### config.mk
export PLATFORM = sky130hd
export DESIGN_NAME = ikaopm_write_scheduler
export DESIGN_NICKNAME = d
export VERILOG_FILES = /design/src/rtl/ikaopm_pkg.sv /design/src/rtl/ikaopm_busy_counter.sv /design/src/rtl/ikaopm_write_scheduler.sv
export SDC_FILE = /design/constraint.sdc
export NUM_CORES = 1
export LEC_CHECK = 0
export ABC_AREA = 1
export ABC_CLOCK_PERIOD_IN_PS = 1300
export BUFFER_PORTS_ARGS = -buffer_cell sky130_fd_sc_hd__buf_4
export CAP_MARGIN = 30
export CORE_UTILIZATION = 48
export DETAILED_ROUTE_END_ITERATION = 7
export HOLD_SLACK_MARGIN = 0.15
export PLACE_DENSITY = 0.83
export SLEW_MARGIN = 20
export SYNTH_ARGS = -nofsm -noshare
export SYNTH_HDL_FRONTEND = slang
export SYNTH_SLANG_ARGS = --single-unit
### constraint.sdc
create_clock -name i_EMUCLK -period 1.3 [get_ports i_EMUCLK]
set_clock_uncertainty 0.1 [all_clocks]
set_input_delay 0.195 -clock i_EMUCLK [delete_from_list [all_inputs] [get_ports i_EMUCLK]]
set_output_delay 0.195 -clock i_EMUCLK [all_outputs]
set_load 0.01 [all_outputs]
### src/rtl/ikaopm_pkg.sv
// Shared definitions for the OPM host write scheduler.
//   state_t     : scheduler FSM states
//   SLOT_W      : width of the broadcast slot index
//   FRAME_SLOTS : number of slots in one timing-generator frame
//   BUSY_W      : width of the host busy counter
package ikaopm_pkg;

    localparam int SLOT_W      = 5;
    localparam int FRAME_SLOTS = 32;
    localparam int BUSY_W      = 8;

    localparam logic [SLOT_W-1:0] LAST_SLOT = SLOT_W'(FRAME_SLOTS - 1);

    typedef enum logic [1:0] {
        IDLE      = 2'd0,
        WAIT_SYNC = 2'd1,
        BCAST     = 2'd2
    } state_t;

endpackage

### src/rtl/ikaopm_busy_counter.sv
// Host busy-flag down-counter.
//   i_EMUCLK : master clock
//   i_RST    : synchronous active-high reset
//   load     : reload counter with LOAD_VALUE (takes priority over dec)
//   dec      : decrement by one while nonzero
//   hold     : force busy high regardless of the count
//   busy     : count nonzero, or hold asserted
module ikaopm_busy_counter
    import ikaopm_pkg::*;
#(
    parameter int LOAD_VALUE = 64
) (
    input  logic i_EMUCLK,
    input  logic i_RST,
    input  logic load,
    input  logic dec,
    input  logic hold,
    output logic busy
);

    logic [BUSY_W-1:0] cnt;

    always_ff @(posedge i_EMUCLK) begin
        if (i_RST) begin
            cnt <= '0;
        end else if (load) begin
            cnt <= BUSY_W'(LOAD_VALUE);
        end else if (dec && (cnt != '0)) begin
            cnt <= cnt - 1'b1;
        end
    end

    assign busy = (cnt != '0) | hold;

endmodule

### src/rtl/ikaopm_write_scheduler.sv
// Host-side register write scheduler for the OPM core. Captures host
// address/data writes, raises busy, waits for a frame boundary and then
// broadcasts the committed address/data pair for one full 32-slot frame.
//
//   i_EMUCLK       : master clock
//   i_RST          : synchronous active-high reset
//   i_phi1_NCEN_n  : phi1 clock enable, active low; sequencing ticks
//   i_CYCLE_31     : frame-boundary marker from the timing generator
//   i_WR, i_A0     : host write strobe; A0=0 address, A0=1 data
//   i_DIN          : host write data
//   o_BUSY         : host busy flag
//   o_REG_WR       : register write broadcast active
//   o_REG_ADDR     : committed register address
//   o_REG_DATA     : committed register data
//   o_SLOT         : broadcast slot index (0 outside broadcast)
//   o_OVERRUN      : sticky, data write seen while busy
//
// state     | meaning
// ----------+------------------------------------------------------
// IDLE      | nothing pending, register write path quiet
// WAIT_SYNC | data committed, waiting for a phi1 tick with CYCLE_31
// BCAST     | driving o_REG_WR for slots 0..31, one per phi1 tick
module ikaopm_write_scheduler
    import ikaopm_pkg::*;
#(
    parameter int BUSY_CYCLES          = 64,
    parameter bit RESTART_ON_OVERWRITE = 1'b1
) (
    input  logic              i_EMUCLK,
    input  logic              i_RST,
    input  logic              i_phi1_NCEN_n,
    input  logic              i_CYCLE_31,
    input  logic              i_WR,
    input  logic              i_A0,
    input  logic [7:0]        i_DIN,
    output logic              o_BUSY,
    output logic              o_REG_WR,
    output logic [7:0]        o_REG_ADDR,
    output logic [7:0]        o_REG_DATA,
    output logic [SLOT_W-1:0] o_SLOT,
    output logic              o_OVERRUN
);

    state_t            state, state_nxt;
    logic [SLOT_W-1:0] slot, slot_nxt;
    logic [7:0]        pend_addr;

    logic phi1_tick;
    logic addr_wr;
    logic data_wr;
    logic accept;

    assign phi1_tick = ~i_phi1_NCEN_n;
    assign addr_wr   = i_WR & ~i_A0;
    assign data_wr   = i_WR &  i_A0;
    // A data write while busy only restarts the sequence when enabled.
    assign accept    = data_wr & (~o_BUSY | RESTART_ON_OVERWRITE);

    // Busy stays up through the whole broadcast even if the count runs out.
    ikaopm_busy_counter #(
        .LOAD_VALUE (BUSY_CYCLES)
    ) u_busy (
        .i_EMUCLK (i_EMUCLK),
        .i_RST    (i_RST),
        .load     (accept),
        .dec      (phi1_tick),
        .hold     (state == BCAST),
        .busy     (o_BUSY)
    );

    always_ff @(posedge i_EMUCLK) begin
        if (i_RST) begin
            state <= IDLE;
            slot  <= '0;
        end else begin
            state <= state_nxt;
            slot  <= slot_nxt;
        end
    end

    // An accepted data write overrides any phi1-driven transition on the same edge.
    always_comb begin
        state_nxt = state;
        slot_nxt  = slot;
        if (accept) begin
            state_nxt = WAIT_SYNC;
            slot_nxt  = '0;
        end else if (phi1_tick) begin
            case (state)
                WAIT_SYNC: begin
                    if (i_CYCLE_31) begin
                        state_nxt = BCAST;
                        slot_nxt  = '0;
                    end
                end
                BCAST: begin
                    if (slot == LAST_SLOT) begin
                        state_nxt = IDLE;
                        slot_nxt  = '0;
                    end else begin
                        slot_nxt  = slot + 1'b1;
                    end
                end
                default: begin
                end
            endcase
        end
    end

    always_ff @(posedge i_EMUCLK) begin
        if (i_RST) begin
            pend_addr  <= '0;
            o_REG_ADDR <= '0;
            o_REG_DATA <= '0;
            o_OVERRUN  <= 1'b0;
        end else begin
            if (addr_wr) begin
                pend_addr <= i_DIN;
            end
            if (accept) begin
                o_REG_ADDR <= pend_addr;
                o_REG_DATA <= i_DIN;
            end
            if (data_wr && o_BUSY) begin
                o_OVERRUN <= 1'b1;
            end
        end
    end

    assign o_REG_WR = (state == BCAST);
    assign o_SLOT   = (state == BCAST) ? slot : '0;

endmodule

; ---- Word-level counts from Yosys, hierarchy flattened
; Index checks and enable logic that the tools add are counted.
[totals]
regBits = 40
latchBits = 0
ramBits = 0
rom_bits = 0
out_inout_bits = 24
elab_cells = 45
memories = 0
[op_classes]
add_sub_neg = 2
multipliers = 0
div = 0
order_cmp = 0
n_eq_ne = 8
shifts = 0
muxes = 11
bitwise_logic = 5
reduce_logical = 10
[op_table]
columns = op, n
row1 = 5-bit 2-to-1 mux, 3
row2 = 7-bit 2-to-1 mux, 2
row3 = 5-bit one-hot mux with 2 select lines, 1
row4 = 4-bit AND reduction, 2
row5 = 8-bit nonzero test, 1
row6 = "8-bit by 1-bit subtractor with 8-bit output, second input constant", 1
row7 = "3-bit inequality test, second input constant", 2
row8 = "5-bit by 1-bit adder with 5-bit output, second input constant", 1
row9 = "5-bit == test, second input constant", 1
row10 = 2-bit 2-to-1 mux, 2
row11 = "2-bit inequality test, second input constant", 2
row12 = 2-bit one-hot mux with 2 select lines, 1
row13 = 2-bit nonzero test, 2
row14 = 3-bit AND reduction, 1
row15 = 3-bit nonzero test, 1
row16 = 1-bit bitwise AND, 2
row17 = "2-bit by 1-bit == test with 1-bit output, second input constant", 1
row18 = "2-bit == test, second input constant", 1
row19 = 1-bit logical AND, 2
row20 = 1-bit 2-to-1 mux, 2
row21 = "2-bit by 1-bit inequality test with 1-bit output, second input constant", 1
row22 = 1-bit inverter, 2
row23 = 2-bit OR reduction, 1
row24 = 1-bit OR, 1

; ---- Depth between registers and ports, before layout
; Gate-level depths: netlist of run 1.
[logic_depth]
word_depth = 5
ltp_mapped = 9
ltp_nobuf = 9

; ---- Modules after synthesis
; A second synthesis of run 1 with hierarchy kept.
[unflattened]
hier_cells = 254
hier_area_um2 = 1815.5
[by_module_without_submodules]
columns = mod, instances, cells_per_inst, area_per_inst_um2, seq_area_each_um2
row1 = ikaopm_write_scheduler, 1, 174, 1283.7, 640.6
row2 = ikaopm_busy_counter, 1, 80, 531.8, 160.2

; ---- Worst setup path before layout of run 1
; OpenSTA, ideal clock, no wires.
[synth_timing]
kind = reg2reg
startpoint = register u_busy.cnt[0]
endpoint = register o_OVERRUN
setup_ps = 114
t_arrival_ps = 1178
required_ps = 1086
slack_ps = -92
path_stages_with_launch = 10
synth_period_minus_slack_ps = 1392
path_cell_list = dfxtp_1 -> inv_1 -> ha_1 -> inv_2 -> nor2_2 -> nand2_4 -> inv_2 -> nand2_1 -> a21oi_1 -> nor2_1
[synth_between]
elab_chain_cells = 3
[synth_rtl]
columns = item, line
row1 = from (decl), ikaopm_busy_counter.sv:21  ; logic [BUSY_W-1:0] cnt;
row2 = from (signal assigned), ikaopm_busy_counter.sv:27  ; cnt <= BUSY_W'(LOAD_VALUE);
row3 = from (signal assigned), ikaopm_busy_counter.sv:29  ; cnt <= cnt - 1'b1;
row4 = 8-bit nonzero test, ikaopm_busy_counter.sv:33  ; assign busy = (cnt != '0) | hold;
row5 = 1-bit OR, ikaopm_busy_counter.sv:33
row6 = net o_BUSY, ikaopm_write_scheduler.sv:36  ; output logic o_BUSY,
row7 = 1-bit logical AND, ikaopm_write_scheduler.sv:124  ; if (data_wr && o_BUSY) begin
row8 = to (signal assigned), ikaopm_write_scheduler.sv:115  ; o_OVERRUN <= 1'b0;
row9 = to (signal assigned), ikaopm_write_scheduler.sv:125  ; o_OVERRUN <= 1'b1;
row10 = to (decl), ikaopm_write_scheduler.sv:41  ; output logic o_OVERRUN
; The timed path passes the listed nets, and every way through them passes these cells.
; A chain may end at the register's enable or synchronous reset.

; ---- Worst setup path in the final report of run 1
[layout_timing]
startpoint = register u_busy.cnt[1]
endpoint = output port o_BUSY
[layout_between]
elab_chain_cells = 2
[layout_rtl]
columns = item, line
row1 = 8-bit nonzero test, ikaopm_busy_counter.sv:33
row2 = 1-bit OR, ikaopm_busy_counter.sv:33
row3 = to (decl), ikaopm_write_scheduler.sv:36
; Every way passes these cells.

==> out/metrics.csv, run 1 <==
metric;value;unit
outcome;complete, but fails checks;
violations;setup timing;
die_y;62.88;um
worst_skew_pair.late_latency;290;ps
crit_required;1000;ps
rsz0062_at_grt;yes;
dp.cells;340;
internal-power;2.859;mW
relSlewSlack;71.07;%
reg2reg_to;u_busy.cnt[2]$_SDFFE_PP0P_;
cts_sinks;40;
yosys-top-cells-area;dfxtp_1, nor2_1, o21ai_0;
synth_top_cell_by_area;dfxtp_1;
dr.pass1.iters;4;
hp-start;i_A0;
worst-r2r-cell-count;11;
synthToLayoutAreaGrowth;52.95;%
htreeDepth;2;
fmax;0.6415;GHz
drtIter0Drc;186;
grt_pass1_vias;1792;
track_usage;24.06;%
final_util;79.06;%
yosysWarnings;0;
hold_viol;0;
globalplace.congestion;0.8285;
grt_pass1_wl;7617;um
final_cell_mix;nor2_1, buf_4, dfxtp_1, o21ai_0, nand2_1;
grt_max_degree;25;
cp_max_fo;2;
cp-end-kind;output pin;
setup_viol;43;
synth_area;1779;um^2
wl_per_cell;14.53;um
fin_crit_sh;119.9;%
combPwrFrac;43.7;%
drive_above_1_share;43.69;%
hold-path-endpoint;pend_addr[4]$_SDFFE_PP0P_;
syn_avg_cell_area;7.174;um^2
port_buffers;37;
dieArea;3954;um^2
reg2reg_from;u_busy.cnt[0]$_SDFFE_PP0P_;
setup_ws;-258.8;ps
synth_top_cell_area_share;45.01;%
rows;21;
ios;38;
cts-root-buf;clkbuf_8;
initial_core_util;51.69;%
tritoncts;done;
worstMarginPinSlew;433.4;ps
synth_cells;248;
p_leak;1.243;nW
yosys.cell_types.count;25;
clockPowerShare;23.5;%
drt-vias-per-instance;5.111;
crit_type;flip-flop to output pin;
clkTransAtPathRegs;80;ps
setup_tns;-3424;ps
drt-total-wl;5392;um
cellPowerDensity;1669;nW/um^2
period_needed;1559;ps
antenna_cells;0;
vias;1896;
drv_slew;0;
die_x;62.88;um
instances_no_fill;371;
power;4.543;mW
maxCapViolCount;0;
min_path_type;input port to flip-flop;
clk_path_buf_depth;2;
core;3442;um^2
antenna_found_initial;0;
dp_hpwl;2790;um
power_frac_seq;32.8;%
synth_nets;265;
regToRegSetupSlack;-230;ps
crit_arrival;1260;ps
synth_seq_cells;40;
drc_errors;0;
p_switching;1.684;mW
final_common_cell;nor2_1;
yosysSeqAreaShare;45.01;%
switching_share;37.08;%
overflow;0;
ir_drop;0.001151;V
nets;341;
cp-start-kind;flip-flop;
hold_path_depth;4;
cts-buffers-inserted;5;
antenna_left;0;
## cells in the mapped netlist
cell / instances
ha_1: 3
nand2_8: 1
nor2_1: 64
nor2_2: 5
nand3_1: 4
nand3_2: 1
xor2_1: 2
nand2_4: 3
nand4_1: 2
buf_4: 1
buf_2: 1
nand2_2: 3
a21oi_1: 13
dfxtp_1: 40
clkinv_4: 1
o21ai_2: 2
nand2_1: 35
clkbuf_2: 1
o21ai_0: 28
clkbuf_1: 1
o21ai_1: 4
inv_1: 22
nor3_1: 1
inv_2: 9
nor2_4: 1
## worst max-delay path: stages, from the launching register on
cell and delay (ps):
dfxtp_2 320, inv_2 80, ha_4 170, inv_4 40, nor2_4 90, nand2_4 60, inv_2 50, nand2_2 60
buf_6 120
## how the worst max path moves through the flow
stage	startpoint	end	slack, ps	cells past startpoint
CTS	u_busy.cnt[0]$_SDFFE_PP0P_	o_BUSY	-200	8
floorplan	slot[1]$_SDFFE_PP0P_	slot[2]$_SDFFE_PP0P_	-10	9
finish	u_busy.cnt[1]$_SDFFE_PP0P_	o_BUSY	-260	8
detailed placement	slot[1]$_SDFFE_PP0P_	slot[0]$_SDFFE_PP0P_	-90	9
global route	u_busy.cnt[1]$_SDFFE_PP0P_	o_BUSY	-320	8
global placement	slot[1]$_SDFFE_PP0P_	slot[0]$_SDFFE_PP0P_	-50	9
## repair_timing
| item | CTS | global route |
|---|---|---|
| pin swaps | 9 | 11 |
| gates resized for setup | 13 | 43 |
| buffers inserted | 4 | 9 |
| endpoints found under the hold margin | 22 | 3 |
| endpoints found under the setup margin | 16 | 45 |
| hold buffers | 9 | 1 |
| cloned | 1 | 0 |
## layout make-up
cell class              count  area (um^2)
clock buffers               6        82.58
clock inverters             2        38.79
fillers                   216        720.7
inverters                  32        143.9
multi-input cells         173         1008
flip-flops and latches     40        812.0
well taps                  46        57.56
repair buffers             72        578.1
## metal layers
| layer | up-vias | share of wire [%] | track usage [%] | routed length, um |
|---|---|---|---|---|
| met5 | - | 0 | 0 | 0 |
| met4 | 0 | 2.6 | 8.430 | 138 |
| met3 | 20 | 5.1 | 6.569 | 274 |
| met2 | 79 | 53 | 42.61 | 2857 |
| met1 | 872 | 39 | 27.31 | 2123 |
| li1 | 925 | - | - | - |
## cell families after synthesis
family	share of synthesized area (%)
AOI/OAI and AO/OA	13.64
xor gates and xnor gates	0.9847
adders and majority gates	2.110
buffers and inverters	8.227
DFF	45.01
and+or+nand+nor	30.03
## state kept, by name, summed over array words and instances (netlist names)
signal	flops
o_OVERRUN	1
o_REG_ADDR	8
state	2
pend_addr	8
u_busy.cnt	8
o_REG_DATA	8
slot	5
## power by group through the flow
stage	Clock, mW	Combinational [mW]	Sequential, mW
after CTS	1.07	1.54	1.47
after global placement	0	1.33	1.48
after detailed placement	0	1.37	1.49
final	1.07	1.98	1.49
after global routing	1.15	2.13	1.51
after floorplan	0	0.974	1.49
## metrics by stage
step	setup slack [ps]	cell area, um^2	hold slack, ps
2_1_floorplan	-14.12	1812	164.1
3_3_place_gp	-53.09	2223	297.7
3_5_place_dp	-91.60	2223	304.3
4_1_cts	-203.4	2509	151.9
5_1_grt	-323.0	2721	206.9
6_report	-258.8	2721	176.0
No activity file was read; power rests on OpenSTA's default activity.
==> run 2: changes to the inputs <==
--- a/constraint.sdc
+++ b/constraint.sdc
@@ -3,3 +3,3 @@
 set_input_delay 0.195 -clock i_EMUCLK [delete_from_list [all_inputs] [get_ports i_EMUCLK]]
 set_output_delay 0.195 -clock i_EMUCLK [all_outputs]
-set_load 0.01 [all_outputs]
+set_load 0.1 [all_outputs]
==> out/metrics.csv, run 2 (synthesis results as in run 1) <==
metric;value;unit;change
ios;38;;unchanged
seq_area;833.3;um^2;was 812.0 um^2
hold_viol;0;;unchanged
port_buffers;37;;unchanged
die_y;62.88;um;unchanged
setup_viol;22;;was 43
final_cell_mix;nor2_1, buf_4, o21ai_0, nand2_1, dfxtp_2;;was nor2_1, buf_4, dfxtp_1, o21ai_0, nand2_1
antenna_found_initial;0;;unchanged
use_met3;5.657;%;was 6.569%
cts-root-buf;clkbuf_8;;unchanged
tritoncts;done;;unchanged
grt.met1_usage;29.66;%;was 27.31%
vias;2051;;was 1896
reg2reg_to;u_busy.cnt[5]$_SDFFE_PP0P_;;was u_busy.cnt[2]$_SDFFE_PP0P_
ir_drop;0.001117;V;was 0.001151 V
regToRegSetupSlack;-340;ps;was -230 ps
rsz0062_at_grt;yes;;unchanged
htreeDepth;2;;unchanged
rows;21;;unchanged
cp-start-kind;flip-flop;;unchanged
cts-buffers-inserted;5;;unchanged
fillers;174;;was 216
grt_pass1_wl;7928;um;was 7617 um
hold-path-endpoint;state[1]$_SDFFE_PP0P_;;was pend_addr[4]$_SDFFE_PP0P_
core;3442;um^2;unchanged
period_needed;1679;ps;was 1559 ps
drv_slew;0;;unchanged
grt.busiest_layer;met2;;unchanged
hp-start;i_RST;;was i_A0
dr.pass1.iters;5;;was 4
min_path_type;input port to flip-flop;;unchanged
clk_path_buf_depth;2;;unchanged
fin_crit_sh;129.2;%;was 119.9%
crit_required;1000;ps;about the same
pre_cts_ws;-131.0;ps;was -91.60 ps
multiInputGateArea;1050;um^2;was 1008 um^2
final_util;84.91;%;was 79.06%
relSlewSlack;79.21;%;was 71.07%
dieArea;3954;um^2;unchanged
drc_errors;0;;unchanged
clkTransAtPathRegs;80;ps;about the same
grt_max_degree;26;;was 25
die_x;62.88;um;unchanged
power;5.354;mW;was 4.543 mW
cts_sinks;40;;unchanged
antenna_cells;0;;unchanged
fmax;0.5955;GHz;was 0.6415 GHz
grt_pass1_vias;1766;;was 1792
cp-end-kind;output pin;;unchanged
setup_ws;-379.2;ps;was -258.8 ps
track_usage;25.44;%;was 24.06%
p_leak;1.303;nW;was 1.243 nW
cellPowerDensity;1832;nW/um^2;was 1669 nW/um^2
drtIter0Drc;200;;was 186
globalplace.congestion;0.8114;;was 0.8285
cp_max_fo;2;;unchanged
outcome;complete, but fails checks;;unchanged
drive_above_1_share;49.70;%;was 43.69%
dp_hpwl;2969;um;was 2790 um
overflow;0;;unchanged
nets;350;;was 341
wl_per_cell;16.92;um;was 14.53 um
crit_type;flip-flop to output pin;;unchanged
maxCapViolCount;0;;unchanged
synthToLayoutAreaGrowth;64.28;%;was 52.95%
worstMarginPinSlew;309.4;ps;was 433.4 ps
dpl_cell_area;2402;um^2;was 2223 um^2
worst_skew_pair.late_latency;290;ps;about the same
grtUsageMet2;44.22;%;was 42.61%
crit_arrival;1380;ps;was 1260 ps
drt-vias-per-instance;5.397;;was 5.111
worst-r2r-cell-count;10;;was 11
antenna_left;0;;unchanged
drt-total-wl;6430;um;was 5392 um
reg2reg_from;u_busy.cnt[1]$_SDFFE_PP0P_;;was u_busy.cnt[0]$_SDFFE_PP0P_
violations;setup timing;;unchanged
initial_core_util;51.69;%;unchanged
hold_path_depth;4;;unchanged
final_area;2923;um^2;was 2721 um^2
## run 2: cell count changes in the layout (fill, tap and decap cells not counted), sizes merged
cell / previous run / this run
clkbuf: 6 / 7
bufinv: 1 / 0
buf: 63 / 72
## run 2: worst max-delay path by stage
stage	start	end	cells after the start
after global routing	u_busy.cnt[1]$_SDFFE_PP0P_	o_BUSY	8
after detailed placement	slot[1]$_SDFFE_PP0P_	slot[0]$_SDFFE_PP0P_	9
after CTS	u_busy.cnt[0]$_SDFFE_PP0P_	o_BUSY	8
after global placement	slot[1]$_SDFFE_PP0P_	slot[1]$_SDFFE_PP0P_	9
after floorplan	u_busy.cnt[0]$_SDFFE_PP0P_	o_OVERRUN$_SDFFE_PP0P_	9
final	u_busy.cnt[1]$_SDFFE_PP0P_	o_BUSY	8
## run 2: final cells by class
cell class,count,share of cell area (%)
tap,46,1.969
clock inverter,1,0.2997
sequential,40,28.51
clock buffer,7,2.611
multi-input combinational,173,35.92
timing repair buffer,81,25.77
inverter,32,4.923
## run 2: repair_timing
item / 4_1_cts / 5_1_grt
setup endpoints to repair: 19 / 22
setup buffers: 1 / 12
hold buffers: 9 / 1
resized for setup: 31 / 39
pin swaps: 12 / 16
cloned: 1 / 0
endpoints found under the hold margin: 22 / 2
## run 2: worst max-delay path, cell delays in order, from the launching register on
cell and delay (ps):
dfxtp_1 330, inv_2 90, ha_4 160, inv_4 50, nor2_4 90, nand2_4 70
inv_4 80, nand2_8 50, buf_12 160
## run 2: per-stage QoR
stage | setup TNS, ps | hold WS (ps) | instances
2_1_floorplan | -176.8 | 156.7 | 248
3_3_place_gp | -378.7 | 286.0 | 350
3_5_place_dp | -785.2 | 291.0 | 350
4_1_cts | -2456 | 194.5 | 369
5_1_grt | -5455 | 223.2 | 380
6_report | -4690 | 218.8 | 380
## run 2: where the power goes
part           internal, mW  switching (mW)  leakage, nW  total [mW]
Combinational          1.16            1.91        0.923        3.07
Clock                 0.384           0.437       0.0424       0.821
Sequential             1.37          0.0987        0.338        1.47
## run 2: metal layers
metal | wire [um] | part of all wire [%]
met5 | 0 | 0
met1 | 2503 | 39
met4 | 223 | 3.5
met3 | 498 | 7.7
met2 | 3204 | 50
==> run 3: changes to the inputs <==
- ABC_AREA: 1 -> 0
- CORE_UTILIZATION: 48 -> 47
- CTS_CLUSTER_DIAMETER: not set -> 40
==> out/metrics.csv, run 3 <==
metric;value;unit;change
synth_fa_ha_area_share;2.237;%;was 2.110%
globalplace.congestion;0.7885;;was 0.8114
violations;setup timing;;unchanged
rows;21;;unchanged
maxCapViolCount;0;;unchanged
synthXorXnorAreaFrac;3.654;%;was 0.9845%
fmax;0.5664;GHz;was 0.5955 GHz
cp-start-kind;flip-flop;;unchanged
setup_ws;-465.4;ps;was -379.2 ps
clkTransAtPathRegs;120;ps;was 80 ps
slowest_delay;340;ps;was 330 ps
power_frac_seq;25.7;%;was 27.4%
synth_top_cell_by_area;dfxtp_1;;unchanged
crit_required;1000;ps;about the same
synth_cells;195;;was 248
synth_top_family_by_area;simple AND/OR/NAND/NOR gates;;unchanged
rsz0062_at_grt;yes;;unchanged
clk_path_buf_depth;2;;unchanged
yosys.cell_types.count;30;;was 25
htreeDepth;2;;unchanged
internal-power;3.708;mW;was 2.910 mW
overflow;0;;unchanged
synth-simple-area-share;23.71;%;was 30.03%
synthArstFlopShare;0;%;unchanged
drv_slew;0;;unchanged
setup_viol;22;;unchanged
synth_area;1678;um^2;was 1779 um^2
synth_common_cells;dfxtp_1, nand2_1, a21oi_1;;was nor2_1, dfxtp_1, nand2_1
synth_edf_count;0;;unchanged
synth_seq_cells;40;;unchanged
fin_crit_sh;135.8;%;was 129.2%
drive_above_1_share;54.74;%;was 49.70%
core;3390;um^2;was 3442 um^2
synthToLayoutAreaGrowth;73.23;%;was 64.28%
yosys-top-cells-area;dfxtp_1, nand2_1, a21oi_1;;was dfxtp_1, nor2_1, o21ai_0
final_cell_mix;buf_4, nand2_1, dfxtp_2, buf_6, nor2_1;;was nor2_1, buf_4, o21ai_0, nand2_1, dfxtp_2
antenna_left;0;;unchanged
yosysMostFrequentCell;dfxtp_1;;was nor2_1
yosysWarnings;0;;unchanged
track_usage;28.46;%;was 25.44%
port_buffers;37;;unchanged
cts-root-buf;clkbuf_4;;was clkbuf_8
path_cells;inv_2 -> ha_4 -> nor3b_4 -> nand3_4 -> buf_12;;was inv_2 -> ha_4 -> inv_4 -> nor2_4 -> nand2_4 -> inv_4 -> nand2_8 -> buf_12
p_switching;2.367;mW;was 2.444 mW
die_y;61.75;um;was 62.88 um
yosysSeqAreaShare;47.73;%;was 45.01%
drtIter0Drc;230;;was 200
antenna_found_initial;0;;unchanged
p_leak;1.195;nW;was 1.303 nW
cts_sinks;40;;unchanged
tritoncts;done;;unchanged
wl_per_cell;19.38;um;was 16.92 um
cp_max_fo;2;;unchanged
crit_slowest_cell;dfxtp_2;;was dfxtp_1
vias;1927;;was 2051
drt-vias-per-instance;5.822;;was 5.397
hp-start;i_phi1_NCEN_n;;was i_RST
grt_max_degree;28;;was 26
nets;301;;was 350
grt_pass1_vias;1676;;was 1766
die_x;61.75;um;was 62.88 um
synth_top_flop_cell;dfxtp_1;;unchanged
cellPowerDensity;2090;nW/um^2;was 1832 nW/um^2
crit_type;flip-flop to output pin;;unchanged
reg2reg_from;u_busy.cnt[1]$_SDFFE_PP0P_;;unchanged
synth.area.mux_share;5.369;%;was 0%
worstMarginPinSlew;354.5;ps;was 309.4 ps
final_common_cell;buf_4;;
hold_viol;0;;unchanged
hold_buffers;9;;unchanged
drc_errors;0;;unchanged
ir_drop;0.001416;V;was 0.001117 V
synth_compound_area_share;14.17;%;was 13.64%
final_util;85.75;%;was 84.91%
drt-total-wl;6414;um;was 6430 um
pre_cts_ws;-297.0;ps;was -131.0 ps
ios;38;;unchanged
grt_pass1_wl;7741;um;was 7928 um
crit_start;u_busy.cnt[1]$_SDFFE_PP0P_;;unchanged
switching_share;38.97;%;was 45.65%
combPwrFrac;59.3;%;was 57.3%
worst_skew_pair.late_latency;360;ps;was 290 ps
clockPowerShare;15.0;%;was 15.3%
synth_top_cell_area_share;47.73;%;was 45.01%
dr.pass1.iters;5;;unchanged
crit_arrival;1470;ps;was 1380 ps
outcome;complete, but fails checks;;unchanged
cp-end-kind;output pin;;unchanged
min_path_type;input port to flip-flop;;unchanged
dp_hpwl;2586;um;was 2969 um
period_needed;1765;ps;was 1679 ps
setup_tns;-6365;ps;was -4690 ps
syn_avg_cell_area;8.604;um^2;was 7.174 um^2
cts-buffers-inserted;5;;unchanged
dieArea;3813;um^2;was 3954 um^2
initial_core_util;49.50;%;was 51.69%
relSlewSlack;76.37;%;was 79.21%
antenna_cells;0;;unchanged
synth_nets;212;;was 265
[run 3: critical path, delay by kind of cell, from the launching register on]
| kind | cells | cell delay (ps) |
|---|---|---|
| simple gates | 2 | 410 |
| fa+ha+maj | 1 | 130 |
| buf+inv | 2 | 240 |
| flops | 1 | 340 |
[run 3: kinds of logic after synthesis]
family | count (synthesis)
AND/OR/NAND/NOR | 83
multiplexers | 9
buffers and inverters | 13
XOR/XNOR | 7
AO/OA/AOI/OAI | 40
flip-flops | 40
adder cells (fa/ha/maj) | 3
[run 3: final cells by class]
| type | count | area [um^2] |
|---|---|---|
| Clock buffer | 6 | 51.30 |
| Clock inverter | 2 | 38.79 |
| Fill cell | 146 | 483.0 |
| Inverter | 4 | 18.77 |
| Multi-Input combinational cell | 142 | 1008 |
| Sequential cell | 40 | 837.1 |
| Tap cell | 46 | 57.56 |
| Timing Repair Buffer | 91 | 894.6 |
[run 3: power by group through the flow]
stage | clock network, mW | registers, mW | logic (mW)
floorplan | 0 | 1.73 | 1.26
global placement | 0 | 1.54 | 2.13
detailed placement | 0 | 1.54 | 2.17
CTS | 0.894 | 1.53 | 3.02
global route | 0.966 | 1.57 | 3.77
finish | 0.911 | 1.56 | 3.60
[run 3: routing by layer]
| metal | global-route usage (%) | up-vias | wire length [um] |
|---|---|---|---|
| met2 | 49.46 | 138 | 3184 |
| met5 | 0 | - | 0 |
| li1 | - | 834 | - |
| met1 | 30.96 | 903 | 2391 |
| met3 | 7.039 | 52 | 471 |
| met4 | 18.10 | 0 | 367 |
[run 3: worst paths after layout]
path	to	slack (ps)	cells past startpoint
max	o_BUSY	-470	5
min	u_busy.cnt[7]$_SDFFE_PP0P_	170	3
max reg2reg	u_busy.cnt[5]$_SDFFE_PP0P_	-400	7
min reg2reg	o_REG_ADDR[2]$_SDFFE_PP0P_	370	2
[run 3: timing repair]
action,CTS,global route
setup endpoints to repair,23,39
endpoints found under the hold margin,22,2
resized for setup,53,34
setup buffers,11,10
gates cloned,0,0
pin swaps,18,11
[run 3: through the flow]
step	total power, mW	hold WS (ps)	area (um^2)	instances
6_report	6.075	165.3	2907	331
5_1_grt	6.311	152.8	2907	331
4_1_cts	5.440	70.75	2731	324
3_5_place_dp	3.707	338.5	2263	297
3_3_place_gp	3.664	330.9	2263	297
2_1_floorplan	2.985	223.5	1755	195
